$ cat src/rtl/stage_reg_skid.sv
// stage_reg_skid: parametrised interstage pipeline register with valid/ready
// flow control, flush-to-bubble, an optional 2-entry skid buffer that gives a
// registered in_ready, and a saturating stall counter.
//   SKID = 0 : one register stage, in_ready = !out_valid || out_ready.
//   SKID = 1 : main + skid entries, in_ready driven straight from a flop.
// Control bits are zeroed on every bubble; payload bits hold their last value.
module stage_reg_skid #(
   parameter int CTRL_W = 2,
   parameter int DATA_W = 69,
   parameter int SKID   = 1,
   parameter int STAT_W = 16
) (
   input  logic              clock,
   input  logic              reset,
   input  logic              flush,
   input  logic              in_valid,
   output logic              in_ready,
   input  logic [CTRL_W-1:0] in_ctrl,
   input  logic [DATA_W-1:0] in_data,
   output logic              out_valid,
   input  logic              out_ready,
   output logic [CTRL_W-1:0] out_ctrl,
   output logic [DATA_W-1:0] out_data,
   output logic [STAT_W-1:0] stall_count
);

   typedef enum logic [1:0] {
      S_EMPTY = 2'd0,
      S_FULL  = 2'd1,
      S_SKID  = 2'd2
   } state_t;

   logic [STAT_W-1:0] stall_q;

   assign stall_count = stall_q;

   // Count cycles where a valid output is blocked; saturate, cleared by reset only.
   always_ff @(posedge clock) begin
      // NOTE: every flop uses <= so all updates see pre-edge values, regardless of block order.
      if (reset) begin
         stall_q <= '0;
      end else if (out_valid && !out_ready && (stall_q != '1)) begin
         stall_q <= stall_q + STAT_W'(1);
      end
   end

   generate
      if (SKID == 0) begin : g_single

         logic              valid_q;
         logic [CTRL_W-1:0] ctrl_q;
         logic [DATA_W-1:0] data_q;
         logic              ready_c;

         // Combinational ready: a slot frees up in the same cycle downstream takes it.
         assign ready_c   = !valid_q || out_ready;
         assign in_ready  = ready_c;
         assign out_valid = valid_q;
         assign out_ctrl  = ctrl_q;
         assign out_data  = data_q;

         // Single register stage: load when ready, hold on stall, bubble on flush.
         always_ff @(posedge clock) begin
            if (reset) begin
               valid_q <= 1'b0;
               ctrl_q  <= '0;
               data_q  <= '0;
            end else if (flush) begin
               valid_q <= 1'b0;
               ctrl_q  <= '0;
            end else if (ready_c) begin
               valid_q <= in_valid;
               if (in_valid) begin
                  ctrl_q <= in_ctrl;
                  data_q <= in_data;
               end else begin
                  // NOTE: only ctrl is forced to zero on a bubble; payload holds to save toggling.
                  ctrl_q <= '0;
               end
            end
         end

      end else begin : g_skid

         state_t            state_q;
         logic              valid_q;
         logic              ready_q;
         logic [CTRL_W-1:0] main_ctrl_q;
         logic [DATA_W-1:0] main_data_q;
         logic [CTRL_W-1:0] skid_ctrl_q;
         logic [DATA_W-1:0] skid_data_q;
         logic              accept;
         logic              release_c;

         assign accept    = in_valid && ready_q;
         assign release_c = valid_q && out_ready;

         assign in_ready  = ready_q;
         assign out_valid = valid_q;
         assign out_ctrl  = main_ctrl_q;
         assign out_data  = main_data_q;

         // Two-entry FSM; in_ready and out_valid are registered alongside the state.
         always_ff @(posedge clock) begin
            if (reset) begin
               state_q     <= S_EMPTY;
               valid_q     <= 1'b0;
               ready_q     <= 1'b1;
               main_ctrl_q <= '0;
               main_data_q <= '0;
               skid_ctrl_q <= '0;
               skid_data_q <= '0;
            end else if (flush) begin
               state_q     <= S_EMPTY;
               valid_q     <= 1'b0;
               ready_q     <= 1'b1;
               main_ctrl_q <= '0;
               skid_ctrl_q <= '0;
               skid_data_q <= '0;
            end else begin
               case (state_q)
                  S_EMPTY: begin
                     if (accept) begin
                        state_q     <= S_FULL;
                        valid_q     <= 1'b1;
                        main_ctrl_q <= in_ctrl;
                        main_data_q <= in_data;
                     end
                  end
                  S_FULL: begin
                     if (accept && release_c) begin
                        main_ctrl_q <= in_ctrl;
                        main_data_q <= in_data;
                     end else if (accept) begin
                        // Downstream blocked: park the new entry, drop ready next cycle.
                        state_q     <= S_SKID;
                        ready_q     <= 1'b0;
                        skid_ctrl_q <= in_ctrl;
                        skid_data_q <= in_data;
                     end else if (release_c) begin
                        state_q     <= S_EMPTY;
                        valid_q     <= 1'b0;
                        main_ctrl_q <= '0;
                     end
                  end
                  S_SKID: begin
                     if (release_c) begin
                        state_q     <= S_FULL;
                        ready_q     <= 1'b1;
                        main_ctrl_q <= skid_ctrl_q;
                        main_data_q <= skid_data_q;
                     end
                  end
                  default: begin
                     state_q     <= S_EMPTY;
                     valid_q     <= 1'b0;
                     ready_q     <= 1'b1;
                     main_ctrl_q <= '0;
                  end
               endcase
            end
         end

      end
   endgenerate

endmodule

$ cat config.mk
export PLATFORM = sky130hd
export DESIGN_NAME = stage_reg_skid
export DESIGN_NICKNAME = d
export VERILOG_FILES = /design/src/rtl/stage_reg_skid.sv
export SDC_FILE = /design/constraint.sdc
export NUM_CORES = 1
export LEC_CHECK = 0
export CELL_PAD_IN_SITES_DETAIL_PLACEMENT = 2
export CELL_PAD_IN_SITES_GLOBAL_PLACEMENT = 2
export CORE_MARGIN = 1.5
export CORE_UTILIZATION = 25
export CTS_BUF_LIST = sky130_fd_sc_hd__clkbuf_4 sky130_fd_sc_hd__clkbuf_8
export DETAILED_ROUTE_END_ITERATION = 8
export PLACE_DENSITY_LB_ADDON = 0.1
export SKIP_LAST_GASP = 1
export SLEW_MARGIN = 20
export SYNTH_ARGS = -nofsm -noshare
export SYNTH_HDL_FRONTEND = slang
export SYNTH_SLANG_ARGS = --single-unit
$ cat constraint.sdc
create_clock -name clock -period 2.7 [get_ports clock]
set_input_delay 0.54 -clock clock [delete_from_list [all_inputs] [get_ports clock]]
set_output_delay 0.54 -clock clock [all_outputs]
set_load 0.02 [all_outputs]
# After elaboration in Yosys (flattened, before gate mapping)

Cells that the tools add are included.
Widths: inputs -> output; s select.

Memories: 0
Word-level logic and storage cells: 65
Bits of input ports: 76
Output and inout bits: 89
Latch bits: 0
ROM bits: 0
Memory bits (writable): 0
Bits in registers: 162

Muxes and demuxes: 24
Equality and inequality tests: 13
Multipliers: 0
$lt $le $gt $ge: 0
Div/mod/pow operators: 0
Bitwise logic cells: 4
Shifts and indexed selects: 0
Reduce and logical (&&, ||, !) cells: 15
$add $sub $neg: 1

Operators with widths:

| kind                  | number |
|---|---|
| $mux 69               | 3 |
| $pmux 69 s3           | 1 |
| $mux 2                | 9 |
| $add 16x1->16 const B | 1 |
| $ne 16x16->1 const B  | 1 |
| $ne 2x2->1 const B    | 7 |
| $pmux 2 s3            | 2 |
| $reduce_and 4->1      | 3 |
| $reduce_and 5->1      | 2 |
| $ne 3x3->1 const B    | 3 |
| $mux 1                | 7 |
| $pmux 1 s3            | 2 |
| $logic_and 1x1->1     | 5 |
| $not 1->1             | 4 |
| $reduce_and 3->1      | 1 |
| $reduce_bool 3->1     | 1 |
| $eq 2x1->1 const B    | 1 |
| $eq 2x2->1 const B    | 1 |
| $logic_not 2->1       | 1 |
| $reduce_or 2->1       | 1 |
| $logic_not 1->1       | 1 |

# Depth between registers and ports, before layout

Depth in word-level cells: 5
Gate-level depth with buffers: 8
Mapped depth without buffers: 5

# Least setup slack after synthesis

No wires, ideal clock.

Kind: register to register
Start: reg stall_q[0], in the netlist stall_count[0]
End: reg stall_q[15], in the netlist stall_count[15]
Path buffers: 1
Library setup time: 0.121 ns
Required time: 2.579 ns
Arrival time: 1.783 ns
Period minus slack after synthesis: 1.905 ns
Slack: 0.795 ns
Stages on the path, launching flop included: 7
Cell sequence: dfxtp_1 -> ha_1 -> nand4_1 -> nor4_4 -> buf_6 -> nor4_1 -> mux2_4

Word-level cells in the longest chain between the ends: 2
Elaborated cells between the ends (all ways): 3
Those cells by class: add/sub: 1; eq/ne: 1; reduce/logical: 1

Ends and longest elaborated chain:

| element                                                               | line | source |
|---|---|---|
| start: declaration                                                    | 33   | `logic [STAT_W-1:0] stall_q;` |
| start signal: assignment                                              | 43   | `stall_q <= stall_q + STAT_W'(1);` |
| parallel branches: the longest is 2 deep, another holds $add 16x1->16 | -    |  |

Several ways; the timed one is not identified.
A chain may end at the register's enable or synchronous reset.

# Worst setup path after layout

Start: reg g_skid.valid_q, in the netlist out_valid
End: out out_valid

RTL lines:

| element                  | line | source |
|---|---|---|
| start: declaration       | 86   | `logic valid_q;` |
| start signal: assignment | 107  | `valid_q <= 1'b0;` |
| start signal: assignment | 115  | `valid_q <= 1'b0;` |
| start signal: assignment | 125  | `valid_q <= 1'b1;` |
| end: declaration         | 20   | `output logic out_valid,` |

No word-level cell between the ends.

==> impl_results.md <==
- Initial Util: 0.253
- CTS Buf Count: 17
- Final Worst Setup Slack: 516 ps
- Maximum vdd ir drop: 212 uV
- Pwr Total: 5.26 mW
- Fin. Hold Viols: 0
- Register area share after synthesis: 0.433
- Post-synthesis register bit count: 162
- CP max stage delay: 670 ps
- Status: finished clean
- Pre-CTS WS: 182 ps
- Row cnt: 63
- Syn_nets: 851
- Power density cells: 533 mW/mm2
- Final period utilization: 0.809
- Final setup TNS: 0 ps
- Endpoint class of the critical path: output port
- Post-cts resize count: 0
- Fin cells: 1308
- Sw frac: 0.303
- Worst Clk Skew: 20.7 ps
- Reg power frac: 0.484
- Total GRT Usage: 0.162
- Post-layout util: 0.334
- Clock Latency Late Sink: 460 ps
- Flop2flop setup slack: 720 ps
- Antenna Nets Post-Route: 0
- FFs w/ async S/R, synth: 0
- Layout Nets: 982
- Total Wirelength: 24.6 mm
- Clock share of power: 0.339
- WP data required: 2160 ps
- Grt ovf: 0
- RR Startpoint: stall_count[0]$_SDFFE_PP0P_
- Mean Syn Cell Area: 9.67 um2
- CP Cell Sequence: clkdlybuf4s50_1
- Syn Inst Count: 774
- Mapped Area: 0.00749 mm2
- Share of cells above drive strength 1: 0.172
- Hold WC Path Type: register to register
- Least-Margin Pin Slew: 745 ps
- Leak: 3.56 nW
- Vias: 6400
- Netlist cell types: 49
- Htree depth: 4
- Remaining DRCs: 0
- I/O pin count: 165
- Headroom to the max-slew limit: 0.504
- Worst-path clk slew: 90 ps
- Root Buffer: clkbuf_8
- Critical path's slowest cell: clkdlybuf4s50_1
- Yosys warnings: 0
- Initial DRC Count: 177
- Die Y: 176 um
- Post-synth top flop: dfxtp_1
- Final setup fails: 0
- First-pass GRT wire length: 39.4 mm
- Critical Path Start: out_valid$_SDFFE_PP0P_
- Worst path depth: 1
- WL/cell: 18.8 um
- Max Root-Sink Buffers: 2
- Post-CTS setup buffer count: 0
- Post-synth EDFFs: 0
- Placed Cells: 1276
- Max-cap violations: 0
- Top Family by Delay on Critical Path: buffers and inverters
- Design Area, Final: 0.00986 mm2
- Startpoint types: register
- Gate power share: 0.177
- Core footprint: 0.0296 mm2
- Final Max Slew Viols: 0
- Bufs and invs on worst path: 1
- # clock sinks: 162
- Unrepaired setup endpoints after global routing: no
- Critical path peak fanout: 8
- Initial antenna violation count: 0
- Minimum hold slack: 459 ps
- Port-buffer cells: 164
- Post-placement cell area: 0.00948 mm2
- Area growth, synth to finish: 31.7%
- Vias/cell: 4.89
- Worst setup path endpoint: out_valid
- Fillers: 3254
- HPWL reported at the end of detailed placement: 17.1 mm
- Sw Pwr: 1.59 mW
- Drt pass-1 iters: 4
- CP Class: register to output port
- CP arrival: 1640 ps
- Critical R2R Capture: stall_count[15]$_SDFFE_PP0P_
- CTS tree: built
- Reg2reg path depth: 6
- GP Congestion: 0.755
- Diodes inserted: 0
- Vias in the first global route: 7266
- Int Pwr: 3.66 mW
- Largest net degree at the start of global routing: 54
- Die area: 0.0310 mm2
- Cts hold-fix bufs: 0
- Die X: 176 um
- Fmax: 458 MHz
- Final Critical Period: 2180 ps
[placed cells by master, fill, tap and decap left out, types with 4 or more instances in the layout]
cell             Yosys  layout
clkdlybuf4s50_1      0     163
dfxtp_1            162     162
nand2_1            152     151
a21oi_1            127     127
mux2i_1             70      70
a311oi_2            61      61
a21oi_2             29      29
clkbuf_8             0      17
buf_4                8      16
buf_12               5      11
nand3_1              9       9
or4_1                9       9
o31ai_1              8       8
a311oi_1             8       8
nor2_1               6       6
inv_6                0       4
nand4_1              4       4
and3_1               4       4
nor2b_1              4       4
inv_8                0       4
[area by class of cell]
class / instances / area, um2 / area share
sequential: 162 / 3240 / 0.329
clock inverter: 15 / 150 / 0.0152
inverter: 4 / 20.0 / 0.00203
tap: 390 / 488 / 0.0495
multi-input combinational: 530 / 3750 / 0.381
timing repair buffer: 190 / 1970 / 0.200
clock buffer: 17 / 234 / 0.0237
[flip-flops by register name (all words and copies together), names as in the netlist]
register	flops
in_ready	1
out_data	69
g_skid.state_q	2
out_valid	1
g_skid.skid_ctrl_q	2
out_ctrl	2
g_skid.skid_data_q	69
stall_count	16
[per-layer routing]
layer / wire [um] / global-route usage
met3: 1060 / 0.0396
met2: 12700 / 0.298
met1: 10600 / 0.186
met5: 0 / 0
met4: 242 / 0.0420
[power by group through the flow]
| stage | Sequential [mW] | Clock [mW] | Combinational [mW] |
|---|---|---|---|
| after global routing | 2.56 | 1.98 | 1.00 |
| after detailed placement | 2.60 | 0 | 0.943 |
| after CTS | 2.55 | 1.88 | 0.948 |
| after global placement | 2.60 | 0 | 0.914 |
| final | 2.54 | 1.78 | 0.932 |
| after floorplan | 2.68 | 0 | 0.450 |
[cell families (layout without fill, tap and decap cells)]
family          after synthesis  after routing  synth area share
xor+xnor                      1              1           0.00117
simple gates                210            210             0.126
mux                          72             72            0.0971
compound gates              246            246             0.274
fa+ha+maj                     1              1           0.00167
buf+inv                      82            226            0.0672
flops                       162            162             0.433
[cell usage after synthesis (all sizes together) (2+ instances only)]
cell,instances,share of area
dfxtp,162,0.43
a21oi,156,0.12
nand2,152,0.076
mux2i,70,0.094
a311oi,69,0.13
buf,41,0.047
clkbuf,37,0.019
nand3,9,0.0060
or4,9,0.0090
o31ai,8,0.0080
nor2,6,0.0030
o21ai,5,0.0033
and3,4,0.0033
inv,4,0.0020
nand4,4,0.0033
nor2b,4,0.0033
nor3,3,0.0020
nor4,3,0.0045
or3,3,0.0025
a32oi,2,0.0023
and2,2,0.0017
mux2,2,0.0035
nand2b,2,0.0017
nand3b,2,0.0020
or2,2,0.0017
[how the worst min path moves through the flow]
stage                                              startpoint                             endpoint  cells past startpoint  slack (ps)
final                     g_skid.skid_data_q[68]$_SDFFE_PP0P_  g_skid.skid_data_q[68]$_SDFFE_PP0P_                      2         460
after global routing                                    reset          stall_count[8]$_SDFFE_PP0P_                      2         450
after CTS                                               reset          stall_count[8]$_SDFFE_PP0P_                      2         440
after detailed placement   g_skid.skid_data_q[0]$_SDFFE_PP0P_   g_skid.skid_data_q[0]$_SDFFE_PP0P_                      2         450
after global placement    g_skid.skid_data_q[35]$_SDFFE_PP0P_  g_skid.skid_data_q[35]$_SDFFE_PP0P_                      2         440
after floorplan            g_skid.skid_data_q[0]$_SDFFE_PP0P_   g_skid.skid_data_q[0]$_SDFFE_PP0P_                      2         440
Note: power is estimated with default switching activity, not from simulation.
